[config.mk]
export PLATFORM = sky130hd
export DESIGN_NAME = trdb_reg_mc
export DESIGN_NICKNAME = d
export VERILOG_FILES = /design/src/rtl/trdb_pkg.sv /design/src/rtl/pulp_clock_gating.sv /design/src/rtl/trdb_trace_ch_fsm.sv /design/src/rtl/trdb_reg_mc.sv
export SDC_FILE = /design/constraint.sdc
export NUM_CORES = 1
export LEC_CHECK = 0
export ABC_CLOCK_PERIOD_IN_PS = 3100
export BUFFER_PORTS_ARGS = -buffer_cell sky130_fd_sc_hd__buf_4
export CAP_MARGIN = 20
export CORE_ASPECT_RATIO = 0.8
export CORE_MARGIN = 5
export CORE_UTILIZATION = 25
export CTS_BUF_LIST = sky130_fd_sc_hd__clkbuf_4
export DETAILED_ROUTE_END_ITERATION = 8
export HOLD_SLACK_MARGIN = 0.12
export PLACE_DENSITY = 0.55
export SYNTH_ARGS = -nofsm -noshare
export SYNTH_HDL_FRONTEND = slang
export SYNTH_SLANG_ARGS = --single-unit
[constraint.sdc]
create_clock -name clk_i -period 3.1 [get_ports clk_i]
set_input_delay 0.465 -clock clk_i [delete_from_list [all_inputs] [get_ports clk_i]]
set_output_delay 0.465 -clock clk_i [all_outputs]
set_load 0.05 [all_outputs]
[src/rtl/trdb_pkg.sv]
// Shared types and constants for the trace-control register block.
package trdb_pkg;

    typedef enum logic [1:0] {
        FULL_ADDRESS  = 2'd0,
        DELTA_ADDRESS = 2'd1
    } ioptions_e;

    typedef enum logic [1:0] {
        CH_OFF   = 2'd0,
        CH_ON    = 2'd1,
        CH_STALL = 2'd2
    } trdb_ch_state_e;

    localparam int unsigned TRDB_REG_CTRL   = 0;
    localparam int unsigned TRDB_REG_CH_EN  = 1;
    localparam int unsigned TRDB_REG_STATUS = 2;
    localparam int unsigned TRDB_REG_SW_REQ = 3;

    localparam int unsigned CTRL_ACTIVATED     = 0;
    localparam int unsigned CTRL_NOCONTEXT     = 1;
    localparam int unsigned CTRL_NOTIME        = 2;
    localparam int unsigned CTRL_DELTA_ADDRESS = 3;

endpackage

[src/rtl/pulp_clock_gating.sv]
// Latch-based clock gate: enable is captured while the clock is low.
module pulp_clock_gating (
    input  logic clk_i,
    input  logic en_i,
    input  logic test_en_i,
    output logic clk_o
);

    logic en_latch;

    always_latch begin
        if (!clk_i) begin
            en_latch = en_i | test_en_i;
        end
    end

    assign clk_o = clk_i & en_latch;

endmodule

[src/rtl/trdb_trace_ch_fsm.sv]
// One trace channel: request edge detectors, OFF/ON/STALL FSM and stall counter.
// Macro TRDB_REG_STALL_TIMEOUT_EN enables the STALL state; otherwise backpressure drops at once.
module trdb_trace_ch_fsm
    import trdb_pkg::*;
#(
    parameter int unsigned STALL_TIMEOUT = 16
) (
    input  logic clk,
    input  logic rst,
    input  logic req_on,
    input  logic req_off,
    input  logic sw_on,
    input  logic sw_off,
    input  logic activated,
    input  logic ch_en,
    input  logic ready,
    output logic enable,
    output logic timeout
);

    logic           on_q;
    logic           off_q;
    logic           on_evt;
    logic           off_evt;
    logic           drop;
    trdb_ch_state_e state;
    trdb_ch_state_e state_next;

    assign on_evt  = (req_on & ~on_q) | sw_on;
    assign off_evt = (req_off & ~off_q) | sw_off;
    assign drop    = off_evt | ~activated | ~ch_en;

`ifdef TRDB_REG_STALL_TIMEOUT_EN
    localparam int unsigned CNT_W = $clog2(STALL_TIMEOUT);
    // Expire on the cycle the counter would step to STALL_TIMEOUT-1.
    localparam logic [CNT_W-1:0] CNT_LAST = CNT_W'(STALL_TIMEOUT - 2);

    logic [CNT_W-1:0] cnt;
    logic [CNT_W-1:0] cnt_next;
    logic             expired;

    assign expired = (state == CH_STALL) && !ready && (cnt == CNT_LAST);
    assign timeout = expired & ~drop;

    always_comb begin
        cnt_next = '0;
        if (state == CH_STALL && state_next == CH_STALL) begin
            cnt_next = (&cnt) ? cnt : cnt + 1'b1;
        end
    end

    always_ff @(posedge clk or posedge rst) begin
        if (rst) begin
            cnt <= '0;
        end else begin
            cnt <= cnt_next;
        end
    end
`else
    logic unused_timeout_param;

    assign unused_timeout_param = ^32'(STALL_TIMEOUT);
    assign timeout              = 1'b0;
`endif

    always_comb begin
        state_next = state;
        case (state)
            CH_OFF: begin
                if (on_evt && activated && ch_en && !off_evt) begin
                    state_next = CH_ON;
                end
            end
            CH_ON: begin
                if (drop) begin
                    state_next = CH_OFF;
                end else if (!ready) begin
`ifdef TRDB_REG_STALL_TIMEOUT_EN
                    state_next = CH_STALL;
`else
                    state_next = CH_OFF;
`endif
                end
            end
`ifdef TRDB_REG_STALL_TIMEOUT_EN
            CH_STALL: begin
                if (drop || expired) begin
                    state_next = CH_OFF;
                end else if (ready) begin
                    state_next = CH_ON;
                end
            end
`endif
            default: state_next = CH_OFF;
        endcase
    end

    always_ff @(posedge clk or posedge rst) begin
        if (rst) begin
            on_q  <= 1'b0;
            off_q <= 1'b0;
            state <= CH_OFF;
        end else begin
            on_q  <= req_on;
            off_q <= req_off;
            state <= state_next;
        end
    end

    assign enable = (state != CH_OFF);

endmodule

[src/rtl/trdb_reg_mc.sv]
// Multi-channel trace-control register file with per-channel trace-enable FSMs.
// Macro TRDB_REG_STALL_TIMEOUT_EN enables stall tolerance and the sticky STATUS[15:8] flags.
module trdb_reg_mc
    import trdb_pkg::*;
#(
    parameter int unsigned NR_CHANNELS   = 2,
    parameter int unsigned ADDR_W        = 4,
    parameter int unsigned STALL_TIMEOUT = 16
) (
    input  logic                   clk_i,
    input  logic                   rst_i,
    input  logic                   reg_req_i,
    input  logic                   reg_we_i,
    input  logic [ADDR_W-1:0]      reg_addr_i,
    input  logic [31:0]            reg_wdata_i,
    output logic [31:0]            reg_rdata_o,
    output logic                   reg_rvalid_o,
    input  logic [NR_CHANNELS-1:0] trace_req_on_i,
    input  logic [NR_CHANNELS-1:0] trace_req_off_i,
    input  logic                   encapsulator_ready_i,
    output logic [NR_CHANNELS-1:0] trace_enable_o,
    output logic                   trace_activated_o,
    output logic                   nocontext_o,
    output logic                   notime_o,
    output logic                   delta_address_o,
    output logic                   encoder_mode_o,
    output ioptions_e              configuration_o,
    output logic                   clk_gated_o
);

    logic [3:0]             ctrl;
    logic [NR_CHANNELS-1:0] ch_en;
    logic [NR_CHANNELS-1:0] sw_on;
    logic [NR_CHANNELS-1:0] sw_off;
    logic [NR_CHANNELS-1:0] ch_timeout;
    logic [31:0]            rdata_next;
    logic                   wr;
    logic                   rd;
    logic                   sel_ctrl;
    logic                   sel_chen;
    logic                   sel_status;
    logic                   sel_swreq;
    logic                   unused_wdata;

    assign wr         = reg_req_i & reg_we_i;
    assign rd         = reg_req_i & ~reg_we_i;
    assign sel_ctrl   = (reg_addr_i == ADDR_W'(TRDB_REG_CTRL));
    assign sel_chen   = (reg_addr_i == ADDR_W'(TRDB_REG_CH_EN));
    assign sel_status = (reg_addr_i == ADDR_W'(TRDB_REG_STATUS));
    assign sel_swreq  = (reg_addr_i == ADDR_W'(TRDB_REG_SW_REQ));

    assign unused_wdata = ^reg_wdata_i;

    // SW_REQ pulses act in the write cycle, like a hardware edge.
    assign sw_on  = (wr && sel_swreq) ? reg_wdata_i[NR_CHANNELS-1:0] : '0;
    assign sw_off = (wr && sel_swreq) ? reg_wdata_i[8 +: NR_CHANNELS] : '0;

    always_ff @(posedge clk_i or posedge rst_i) begin
        if (rst_i) begin
            ctrl  <= 4'b1111;
            ch_en <= '1;
        end else begin
            if (wr && sel_ctrl) begin
                ctrl <= reg_wdata_i[3:0];
            end
            if (wr && sel_chen) begin
                ch_en <= reg_wdata_i[NR_CHANNELS-1:0];
            end
        end
    end

`ifdef TRDB_REG_STALL_TIMEOUT_EN
    logic [7:0] stall_flags;
    logic [7:0] flags_next;

    // A timeout set in the same cycle as a w1c clear wins.
    always_comb begin
        flags_next = stall_flags;
        if (wr && sel_status) begin
            flags_next = flags_next & ~reg_wdata_i[15:8];
        end
        flags_next = flags_next | 8'(ch_timeout);
    end

    always_ff @(posedge clk_i or posedge rst_i) begin
        if (rst_i) begin
            stall_flags <= '0;
        end else begin
            stall_flags <= flags_next;
        end
    end
`else
    logic unused_timeout;

    assign unused_timeout = ^ch_timeout;
`endif

    always_comb begin
        rdata_next = '0;
        if (sel_ctrl) begin
            rdata_next[3:0] = ctrl;
        end else if (sel_chen) begin
            rdata_next[NR_CHANNELS-1:0] = ch_en;
        end else if (sel_status) begin
            rdata_next[NR_CHANNELS-1:0] = trace_enable_o;
`ifdef TRDB_REG_STALL_TIMEOUT_EN
            rdata_next[15:8] = stall_flags;
`endif
        end
    end

    always_ff @(posedge clk_i or posedge rst_i) begin
        if (rst_i) begin
            reg_rdata_o  <= '0;
            reg_rvalid_o <= 1'b0;
        end else begin
            reg_rvalid_o <= rd;
            if (rd) begin
                reg_rdata_o <= rdata_next;
            end
        end
    end

    for (genvar c = 0; c < NR_CHANNELS; c++) begin : g_ch
        trdb_trace_ch_fsm #(
            .STALL_TIMEOUT(STALL_TIMEOUT)
        ) u_fsm (
            .clk      (clk_i),
            .rst      (rst_i),
            .req_on   (trace_req_on_i[c]),
            .req_off  (trace_req_off_i[c]),
            .sw_on    (sw_on[c]),
            .sw_off   (sw_off[c]),
            .activated(ctrl[CTRL_ACTIVATED]),
            .ch_en    (ch_en[c]),
            .ready    (encapsulator_ready_i),
            .enable   (trace_enable_o[c]),
            .timeout  (ch_timeout[c])
        );
    end

    assign trace_activated_o = ctrl[CTRL_ACTIVATED];
    assign nocontext_o       = ctrl[CTRL_NOCONTEXT];
    assign notime_o          = ctrl[CTRL_NOTIME];
    assign delta_address_o   = ctrl[CTRL_DELTA_ADDRESS];
    assign encoder_mode_o    = 1'b0;
    assign configuration_o   = ctrl[CTRL_DELTA_ADDRESS] ? DELTA_ADDRESS : FULL_ADDRESS;

    pulp_clock_gating u_clk_gate (
        .clk_i    (clk_i),
        .en_i     (trace_activated_o),
        .test_en_i(1'b0),
        .clk_o    (clk_gated_o)
    );

endmodule

==> results of run 1 <==
## critical path: stages (launching register included)
cell	delay, ns
sky130_fd_sc_hd__dlxtn_2	0.41
sky130_fd_sc_hd__and2_4	0.13
sky130_fd_sc_hd__buf_8	0.14
## report_power, final
part	total (mW)	switching, mW	internal, mW	leakage (nW)
Sequential	0.285	0.0183	0.266	0.214
Clock	0.211	0.103	0.109	0.0409
Combinational	0.225	0.169	0.0554	0.360
## cells in the final DEF, fill, tap and decap left out
| master | n |
|---|---|
| sky130_fd_sc_hd__nor2_1 | 2 |
| sky130_fd_sc_hd__nand2_2 | 1 |
| sky130_fd_sc_hd__nand2b_1 | 1 |
| sky130_fd_sc_hd__nand3b_1 | 1 |
| sky130_fd_sc_hd__and2_1 | 2 |
| sky130_fd_sc_hd__dfstp_2 | 6 |
| sky130_fd_sc_hd__nand2_1 | 3 |
| sky130_fd_sc_hd__a21oi_1 | 1 |
| sky130_fd_sc_hd__clkbuf_4 | 6 |
| sky130_fd_sc_hd__and3_4 | 1 |
| sky130_fd_sc_hd__o21ai_0 | 3 |
| sky130_fd_sc_hd__mux2_2 | 5 |
| sky130_fd_sc_hd__dlxtn_2 | 1 |
| sky130_fd_sc_hd__a22o_1 | 2 |
| sky130_fd_sc_hd__inv_1 | 8 |
| sky130_fd_sc_hd__mux2_1 | 1 |
| sky130_fd_sc_hd__dfrtp_1 | 11 |
| sky130_fd_sc_hd__nor3_1 | 1 |
| sky130_fd_sc_hd__a311oi_1 | 2 |
| sky130_fd_sc_hd__a32o_1 | 2 |
| sky130_fd_sc_hd__nor4b_1 | 1 |
| sky130_fd_sc_hd__o22ai_1 | 2 |
| sky130_fd_sc_hd__buf_4 | 30 |
| sky130_fd_sc_hd__and4bb_4 | 1 |
| sky130_fd_sc_hd__a2111oi_2 | 2 |
| sky130_fd_sc_hd__nor2b_1 | 2 |
| sky130_fd_sc_hd__and2_4 | 1 |
| sky130_fd_sc_hd__conb_1 | 30 |
| sky130_fd_sc_hd__clkinv_1 | 1 |
| sky130_fd_sc_hd__buf_8 | 1 |
## state kept, by name, summed over array words and instances (netlist names)
| signal | flops |
|---|---|
| reg_rdata_o | 4 |
| g_ch.u_fsm.state | 2 |
| reg_rvalid_o | 1 |
| g_ch.u_fsm.on_q | 2 |
| g_ch.u_fsm.off_q | 2 |
| ctrl | 4 |
| ch_en | 2 |
| u_clk_gate.en_latch | 1 |
## final timing paths
kind                                        to  slack [ns]  depth (start not counted)
setup / recovery                   clk_gated_o       0.006                          2
hold / removal                  reg_rdata_o[3]        0.15                          2
setup reg to reg           u_clk_gate.en_latch        0.97                          0
hold reg to reg                 reg_rdata_o[0]        0.51                          1
max in group asynchronous  g_ch[1].u_fsm.off_q        2.55                          2
min in group clk_i          g_ch[1].u_fsm.on_q        0.18                          1
## timing repair
item,4_1_cts,5_1_grt
endpoints found under the setup margin,2,2
gates resized for setup,3,1
hold buffers,0,0
## layer usage
metal | part of all wire | up-vias | wire [um]
li1 | - | 330 | -
met1 | 0.40 | 332 | 817
met2 | 0.49 | 35 | 998
met3 | 0.10 | 2 | 209
met4 | 0.0054 | 0 | 11
met5 | 0 | - | 0
## kinds of logic after synthesis
logic type | after synthesis | synth area share
buffers and inverters | 42 | 0.274
flip-flops | 17 | 0.420
AND/OR/NAND/NOR | 17 | 0.108
AO/OA/AOI/OAI | 14 | 0.114
multiplexers | 6 | 0.0655
latches | 1 | 0.0146
other | 1 | 0.00364
## final cells by class
cell class,count,share of cell area
sequential,18,0.360
multi-input combinational,67,0.330
timing repair buffer,30,0.180
tap,55,0.0551
clock buffer,7,0.0481
inverter,8,0.0240
clock inverter,1,0.00301
## through the flow
step,utilization,setup TNS (ns)
2_1_floorplan,-,0
3_3_place_gp,0.306,0
3_5_place_dp,0.306,0
4_1_cts,0.322,-0.00763
5_1_grt,0.322,-0.0388
6_report,0.322,0
==> results_tabular.tex, run 1 <==
\begin{tabular}{lr}
\hline
Metric & Value \\
\hline
\multicolumn{2}{l}{\textbf{CTS}} \\
\quad CTS clock-pin slew for the worst setup and hold paths & 0.10 ns \\
\quad Setup Buffers After CTS & 0 \\
\quad CTS tree & built \\
\quad Clock latency on the worst-skew pair & 0.39 ns \\
\multicolumn{2}{l}{\textbf{Floorplan}} \\
\quad I/O pin count & 88 \\
\quad Total die area & 5520 um\^{}2 \\
\quad Starting utilization of the core area & 0.266 \\
\quad Die Span X & 81.8 um \\
\quad Core region area & 3880 um\^{}2 \\
\quad Total number of placement rows & 20 \\
\quad Die Span Y & 67.4 um \\
\multicolumn{2}{l}{\textbf{Finish}} \\
\quad Number of fill cells & 411 \\
\quad Non-Filler Cell Area, Final & 1250 um\^{}2 \\
\quad Multi-input logic area & 412 um\^{}2 \\
\quad Final nets & 177 \\
\quad Area growth, synth to finish & 21.1\% \\
\quad FF+latch area & 449 um\^{}2 \\
\quad Diodes inserted & 0 \\
\quad Fraction of final layout cells sized beyond drive strength 1 & 0.420 \\
\quad Count of non-filler cells in the finished layout & 186 \\
\multicolumn{2}{l}{\textbf{Synthesis}} \\
\quad Portion of synthesized cell area occupied by the leading cell type & 0.267 \\
\quad Combined area of all synthesized cells & 1030 um\^{}2 \\
\quad Most frequent cells after synthesis & sky130\_fd\_sc\_hd\_\_buf\_4 (33), sky130\_fd\_sc\_hd\_\_dfrtp\_1 (11), sky130\_fd\_sc\_hd\_\_inv\_1 (8) \\
\quad Per-instance average area after synthesis & 10.5 um\^{}2 \\
\quad Dominant cells by area after synthesis & sky130\_fd\_sc\_hd\_\_dfrtp\_1 (27\%), sky130\_fd\_sc\_hd\_\_buf\_4 (24\%), sky130\_fd\_sc\_hd\_\_dfstp\_2 (15\%) \\
\quad Netlist cell types & 27 \\
\quad Most frequent cell after synthesis & sky130\_fd\_sc\_hd\_\_buf\_4 \\
\quad Number of synthesized flops with an enable pin & 0 \\
\quad Share of flip-flops with an asynchronous set or reset after synthesis & 0.944 \\
\quad Synth warn & 0 \\
\quad Area leader, netlist & sky130\_fd\_sc\_hd\_\_dfrtp\_1 \\
\quad Dominant register cell in the synthesized netlist & sky130\_fd\_sc\_hd\_\_dfrtp\_1 \\
\quad Cell count after synthesis & 98 \\
\quad Flops \& latches, synth & 18 \\
\multicolumn{2}{l}{\textbf{Global route}} \\
\quad First-pass GRT wire length & 3.13 mm \\
\quad Global routing usage summed across all routing layers & 0.0748 \\
\quad Met1 GRT Util & 0.0846 \\
\quad Global route hottest layer & met2 \\
\quad Global Route met2 Usage & 0.121 \\
\quad Number of antenna violations at the first check in global routing & 0 \\
\quad GR Layer Usage met3 & 0.0253 \\
\quad Number of global-route vias before repair & 718 \\
\quad Leftover overflow at the end of global routing & 0 \\
\quad Pin count of the biggest net entering global routing & 18 \\
\multicolumn{2}{l}{\textbf{Timing}} \\
\quad Headroom to the max-slew limit & 0.584 \\
\quad Total of endpoints with negative setup slack in the final report & 0 \\
\quad Worst Hold Slack & 0.148 ns \\
\quad Final-report hold violation count & 0 \\
\quad Worst setup margin & 0.00630 ns \\
\quad Fin Clk Skew & 0.000680 ns \\
\quad Setup repair after global routing missed its margin & yes \\
\quad Final Max Slew Viols & 0 \\
\quad Slew at the pin with the worst max-slew slack & 0.623 ns \\
\multicolumn{2}{l}{\textbf{Placement}} \\
\quad Gp weighted congestion & 0.682 \\
\quad Number of cells after detailed placement & 179 \\
\quad Input/output buffers & 31 \\
\quad Post-place instance area & 1190 um\^{}2 \\
\quad HPWL after DPL & 1.70 mm \\
\quad Setup Slack @ Placement & 0.425 ns \\
\multicolumn{2}{l}{\textbf{Routing}} \\
\quad Count of unresolved DRC violations after routing & 0 \\
\quad Detailed Routing Iterations Pass 1 & 4 \\
\quad Via count of the routed design & 699 \\
\quad Antenna-violating nets left & 0 \\
\quad Final routed wirelength across all metal layers & 2.04 mm \\
\quad 1st-iter DRT viols & 9 \\
\quad Routed vias/inst & 3.76 \\
\quad Wire per inst & 11.0 um \\
\multicolumn{2}{l}{\textbf{Worst setup path}} \\
\quad Startpoint Class & latch \\
\quad Critical Path AT & 2.63 ns \\
\quad CP Capture Type & output port \\
\quad CP startpoint & u\_clk\_gate.en\_latch \\
\quad Worst Path Required & 2.63 ns \\
\quad Crit Path Max Fanout & 1 \\
\quad Reg2reg start & ctrl[0] \\
\quad Worst Setup Path Type & latch -> out \\
\multicolumn{2}{l}{\textbf{Hold path}} \\
\quad Worst min-delay path class & in -> async \\
\multicolumn{2}{l}{\textbf{Power and ir drop}} \\
\quad Pwr Density & 577 nW/um\^{}2 \\
\quad Total Power Consumption & 0.721 mW \\
\quad Leakage power of the design & 0.615 nW \\
\quad Worst IR drop on VDD & 0.332 mV \\
\multicolumn{2}{l}{\textbf{Outcome}} \\
\quad Run status & finished clean \\
\multicolumn{2}{l}{\textbf{Run}} \\
\quad Reported max-cap violation count & 0 \\
\hline
\end{tabular}
Power figures use the tool's default switching activity.
==> run 2, diff against run 1 <==
Settings changed: ABC_AREA set to 1, PLACE_DENSITY 0.55 to 0.53.
==> results_tabular.tex, run 2 <==
\begin{tabular}{lr}
\hline
Metric & Value \\
\hline
\multicolumn{2}{l}{\textbf{Hold path}} \\
\quad Worst min-delay path class & in -> async (unchanged) \\
\multicolumn{2}{l}{\textbf{Routing}} \\
\quad Detailed Routing Iterations Pass 1 & 4 (unchanged) \\
\quad 1st-iter DRT viols & 46 (was 9) \\
\quad Wire per inst & 10.1 um (was 11.0 um) \\
\quad Antenna-violating nets left & 0 (unchanged) \\
\quad Via count of the routed design & 846 (was 699) \\
\quad Final routed wirelength across all metal layers & 2.35 mm (was 2.04 mm) \\
\quad Routed vias/inst & 3.63 (was 3.76) \\
\quad Count of unresolved DRC violations after routing & 0 (unchanged) \\
\multicolumn{2}{l}{\textbf{Power and ir drop}} \\
\quad Pwr Density & 540 nW/um\^{}2 (was 577 nW/um\^{}2) \\
\quad Total Power Consumption & 0.737 mW (was 0.721 mW) \\
\quad Worst IR drop on VDD & 0.251 mV (was 0.332 mV) \\
\quad Leakage power of the design & 0.726 nW (was 0.615 nW) \\
\multicolumn{2}{l}{\textbf{Floorplan}} \\
\quad I/O pin count & 88 (unchanged) \\
\quad Die Span X & 85.7 um (was 81.8 um) \\
\quad Starting utilization of the core area & 0.254 (was 0.266) \\
\quad Core region area & 4510 um\^{}2 (was 3880 um\^{}2) \\
\quad Die Span Y & 70.5 um (was 67.4 um) \\
\quad Total number of placement rows & 22 (was 20) \\
\quad Total die area & 6040 um\^{}2 (was 5520 um\^{}2) \\
\multicolumn{2}{l}{\textbf{Global route}} \\
\quad Leftover overflow at the end of global routing & 0 (unchanged) \\
\quad First-pass GRT wire length & 3.84 mm (was 3.13 mm) \\
\quad Global routing usage summed across all routing layers & 0.0822 (was 0.0748) \\
\quad Number of global-route vias before repair & 856 (was 718) \\
\quad Number of antenna violations at the first check in global routing & 0 (unchanged) \\
\quad Pin count of the biggest net entering global routing & 18 (unchanged) \\
\multicolumn{2}{l}{\textbf{Worst setup path}} \\
\quad Startpoint Class & latch (unchanged) \\
\quad Number of buffers and inverters on the critical path & 2 (was 1) \\
\quad Worst Setup Path Type & latch -> out (unchanged) \\
\quad CP delay by family, top & latches (unchanged) \\
\quad Cell Chain, Critical Path & nand2\_2 -> inv\_2 -> buf\_8 (was and2\_4 -> buf\_8) \\
\quad Worst Path Required & 2.63 ns (about the same) \\
\quad Highest cell delay on the worst timing path & 0.41 ns (about the same) \\
\quad CP Capture Type & output port (unchanged) \\
\quad Critical-path top delay cell & sky130\_fd\_sc\_hd\_\_dlxtn\_2 (unchanged) \\
\quad Critical Path AT & 2.60 ns (was 2.63 ns) \\
\quad Crit Path Max Fanout & 1 (unchanged) \\
\multicolumn{2}{l}{\textbf{Timing}} \\
\quad Setup repair after global routing missed its margin & yes (unchanged) \\
\quad Fin Clk Skew & 0.00105 ns (was 0.000680 ns) \\
\quad Final Max Slew Viols & 0 (unchanged) \\
\quad Slew at the pin with the worst max-slew slack & 0.674 ns (was 0.623 ns) \\
\quad Final-report hold violation count & 0 (unchanged) \\
\quad Total of endpoints with negative setup slack in the final report & 0 (unchanged) \\
\quad Worst Hold Slack & 0.161 ns (was 0.148 ns) \\
\quad Headroom to the max-slew limit & 0.550 (was 0.584) \\
\multicolumn{2}{l}{\textbf{Finish}} \\
\quad Non-Filler Cell Area, Final & 1370 um\^{}2 (was 1250 um\^{}2) \\
\quad Utilization after layout & 0.303 (was 0.322) \\
\quad Count of non-filler cells in the finished layout & 233 (was 186) \\
\quad Most used cells in the layout excluding fill and tap cells & sky130\_fd\_sc\_hd\_\_conb\_1 (30), sky130\_fd\_sc\_hd\_\_buf\_4 (30), sky130\_fd\_sc\_hd\_\_nand2\_1 (25) (was sky130\_fd\_sc\_hd\_\_conb\_1 (30), sky130\_fd\_sc\_hd\_\_buf\_4 (30), sky130\_fd\_sc\_hd\_\_dfrtp\_1 (11)) \\
\quad Final nets & 219 (was 177) \\
\quad Fraction of final layout cells sized beyond drive strength 1 & 0.347 (was 0.420) \\
\quad Top flop regs & ctrl (4), reg\_rdata\_o (4) (unchanged) \\
\quad Area growth, synth to finish & 19.3\% (was 21.1\%) \\
\quad Diodes inserted & 0 (unchanged) \\
\multicolumn{2}{l}{\textbf{Synthesis}} \\
\quad Portion of synthesized cell area occupied by the leading cell type & 0.240 (was 0.267) \\
\quad Share of flip-flops with an asynchronous set or reset after synthesis & 0.944 (unchanged) \\
\quad Most frequent cells after synthesis & sky130\_fd\_sc\_hd\_\_buf\_4 (33), sky130\_fd\_sc\_hd\_\_nand2\_1 (26), sky130\_fd\_sc\_hd\_\_inv\_1 (17) (was sky130\_fd\_sc\_hd\_\_buf\_4 (33), sky130\_fd\_sc\_hd\_\_dfrtp\_1 (11), sky130\_fd\_sc\_hd\_\_inv\_1 (8)) \\
\quad Most frequent cell after synthesis & sky130\_fd\_sc\_hd\_\_buf\_4 (unchanged) \\
\quad Combined area of all synthesized cells & 1140 um\^{}2 (was 1030 um\^{}2) \\
\quad Area leader, netlist & sky130\_fd\_sc\_hd\_\_dfrtp\_1 (unchanged) \\
\quad Netlist cell types & 21 (was 27) \\
\quad Cell count after synthesis & 140 (was 98) \\
\quad Number of synthesized flops with an enable pin & 0 (unchanged) \\
\quad Flops \& latches, synth & 18 (unchanged) \\
\quad Per-instance average area after synthesis & 8.18 um\^{}2 (was 10.5 um\^{}2) \\
\quad Dominant cells by area after synthesis & sky130\_fd\_sc\_hd\_\_dfrtp\_1 (24\%), sky130\_fd\_sc\_hd\_\_buf\_4 (22\%), sky130\_fd\_sc\_hd\_\_dfstp\_2 (14\%) (was sky130\_fd\_sc\_hd\_\_dfrtp\_1 (27\%), sky130\_fd\_sc\_hd\_\_buf\_4 (24\%), sky130\_fd\_sc\_hd\_\_dfstp\_2 (15\%)) \\
\quad Dominant register cell in the synthesized netlist & sky130\_fd\_sc\_hd\_\_dfrtp\_1 (unchanged) \\
\quad Synth warn & 0 (unchanged) \\
\multicolumn{2}{l}{\textbf{Placement}} \\
\quad Input/output buffers & 31 (unchanged) \\
\quad Gp weighted congestion & 0.759 (was 0.682) \\
\quad Number of cells after detailed placement & 226 (was 179) \\
\quad HPWL after DPL & 1.91 mm (was 1.70 mm) \\
\quad Post-place instance area & 1300 um\^{}2 (was 1190 um\^{}2) \\
\multicolumn{2}{l}{\textbf{Run}} \\
\quad Reported max-cap violation count & 0 (unchanged) \\
\multicolumn{2}{l}{\textbf{CTS}} \\
\quad Clock latency on the worst-skew pair & 0.40 ns (was 0.39 ns) \\
\quad CTS tree & built (unchanged) \\
\quad CTS clock-pin slew for the worst setup and hold paths & 0.10 ns (about the same) \\
\multicolumn{2}{l}{\textbf{Outcome}} \\
\quad Run status & finished clean (unchanged) \\
\hline
\end{tabular}
-- run 2: changes by cell type in the layout (fill, tap and decap cells not counted), sizes merged, moves of 3 or more --
cell / before / now
nor2: 2 / 14
inv: 8 / 19
o21ai: 3 / 10
mux2: 6 / 0
and2: 3 / 0
nand4: 0 / 5
nand2: 4 / 28
nand3: 0 / 8
-- run 2: area by class of cell --
class                           instances  area [um^2]
Tap cell                               60         75.1
Fill cell                             507         3150
Inverter                               19         76.3
Sequential cell                        18          449
Clock buffer                            8         67.6
Clock inverter                          1         3.75
Timing Repair Buffer                   30          225
Multi-Input combinational cell         97          469
-- run 2: metal layers --
layer / track usage / wire, um / vias up
li1: - / - / 437
met1: 0.0999 / 1030 / 377
met2: 0.115 / 1080 / 29
met3: 0.0625 / 222 / 3
met4: 0.0193 / 15 / 0
met5: 0 / 0 / -
-- run 2: power by group --
group / total (mW) / switching, mW / internal [mW]
registers: 0.283 / 0.0185 / 0.265
logic: 0.232 / 0.181 / 0.0511
clock network: 0.221 / 0.105 / 0.116
-- run 2: final timing paths --
path	startpoint	to	slack (ns)	cells after the start
min	rst_i	g_ch[1].u_fsm.on_q	0.16	2
max in group asynchronous	rst_i	g_ch[0].u_fsm.off_q	2.51	2
max reg2reg	ctrl[0]	u_clk_gate.en_latch	0.95	0
min reg2reg	ctrl[2]	ctrl[2]	0.49	2
max	u_clk_gate.en_latch	clk_gated_o	0.04	3
min in group clk_i	trace_req_on_i[0]	g_ch[0].u_fsm.on_q	0.18	1
-- run 2: logic make-up after synthesis --
| logic type | count (synthesis) | synth area share |
|---|---|---|
| AO/OA/AOI/OAI | 10 | 0.0437 |
| buffers and inverters | 54 | 0.296 |
| AND/OR/NAND/NOR | 57 | 0.266 |
| flip-flops | 17 | 0.378 |
| other | 1 | 0.00328 |
| latches | 1 | 0.0131 |
-- run 2: metrics by stage --
stage,TNS [ns],worst slack [ns]
floorplan,0,0.370
global placement,0,0.459
detailed placement,0,0.457
CTS,0,0.00550
global route,-0.0259,-0.0259
finish,0,0.0375
-- run 2: repair_timing --
action / CTS / global route
hold endpoints to repair: 0 / 0
endpoints found under the setup margin: 2 / 2
pin swaps: 0 / 1
resized for setup: 1 / 4
buffers inserted: 0 / 0
hold buffers: 0 / 0
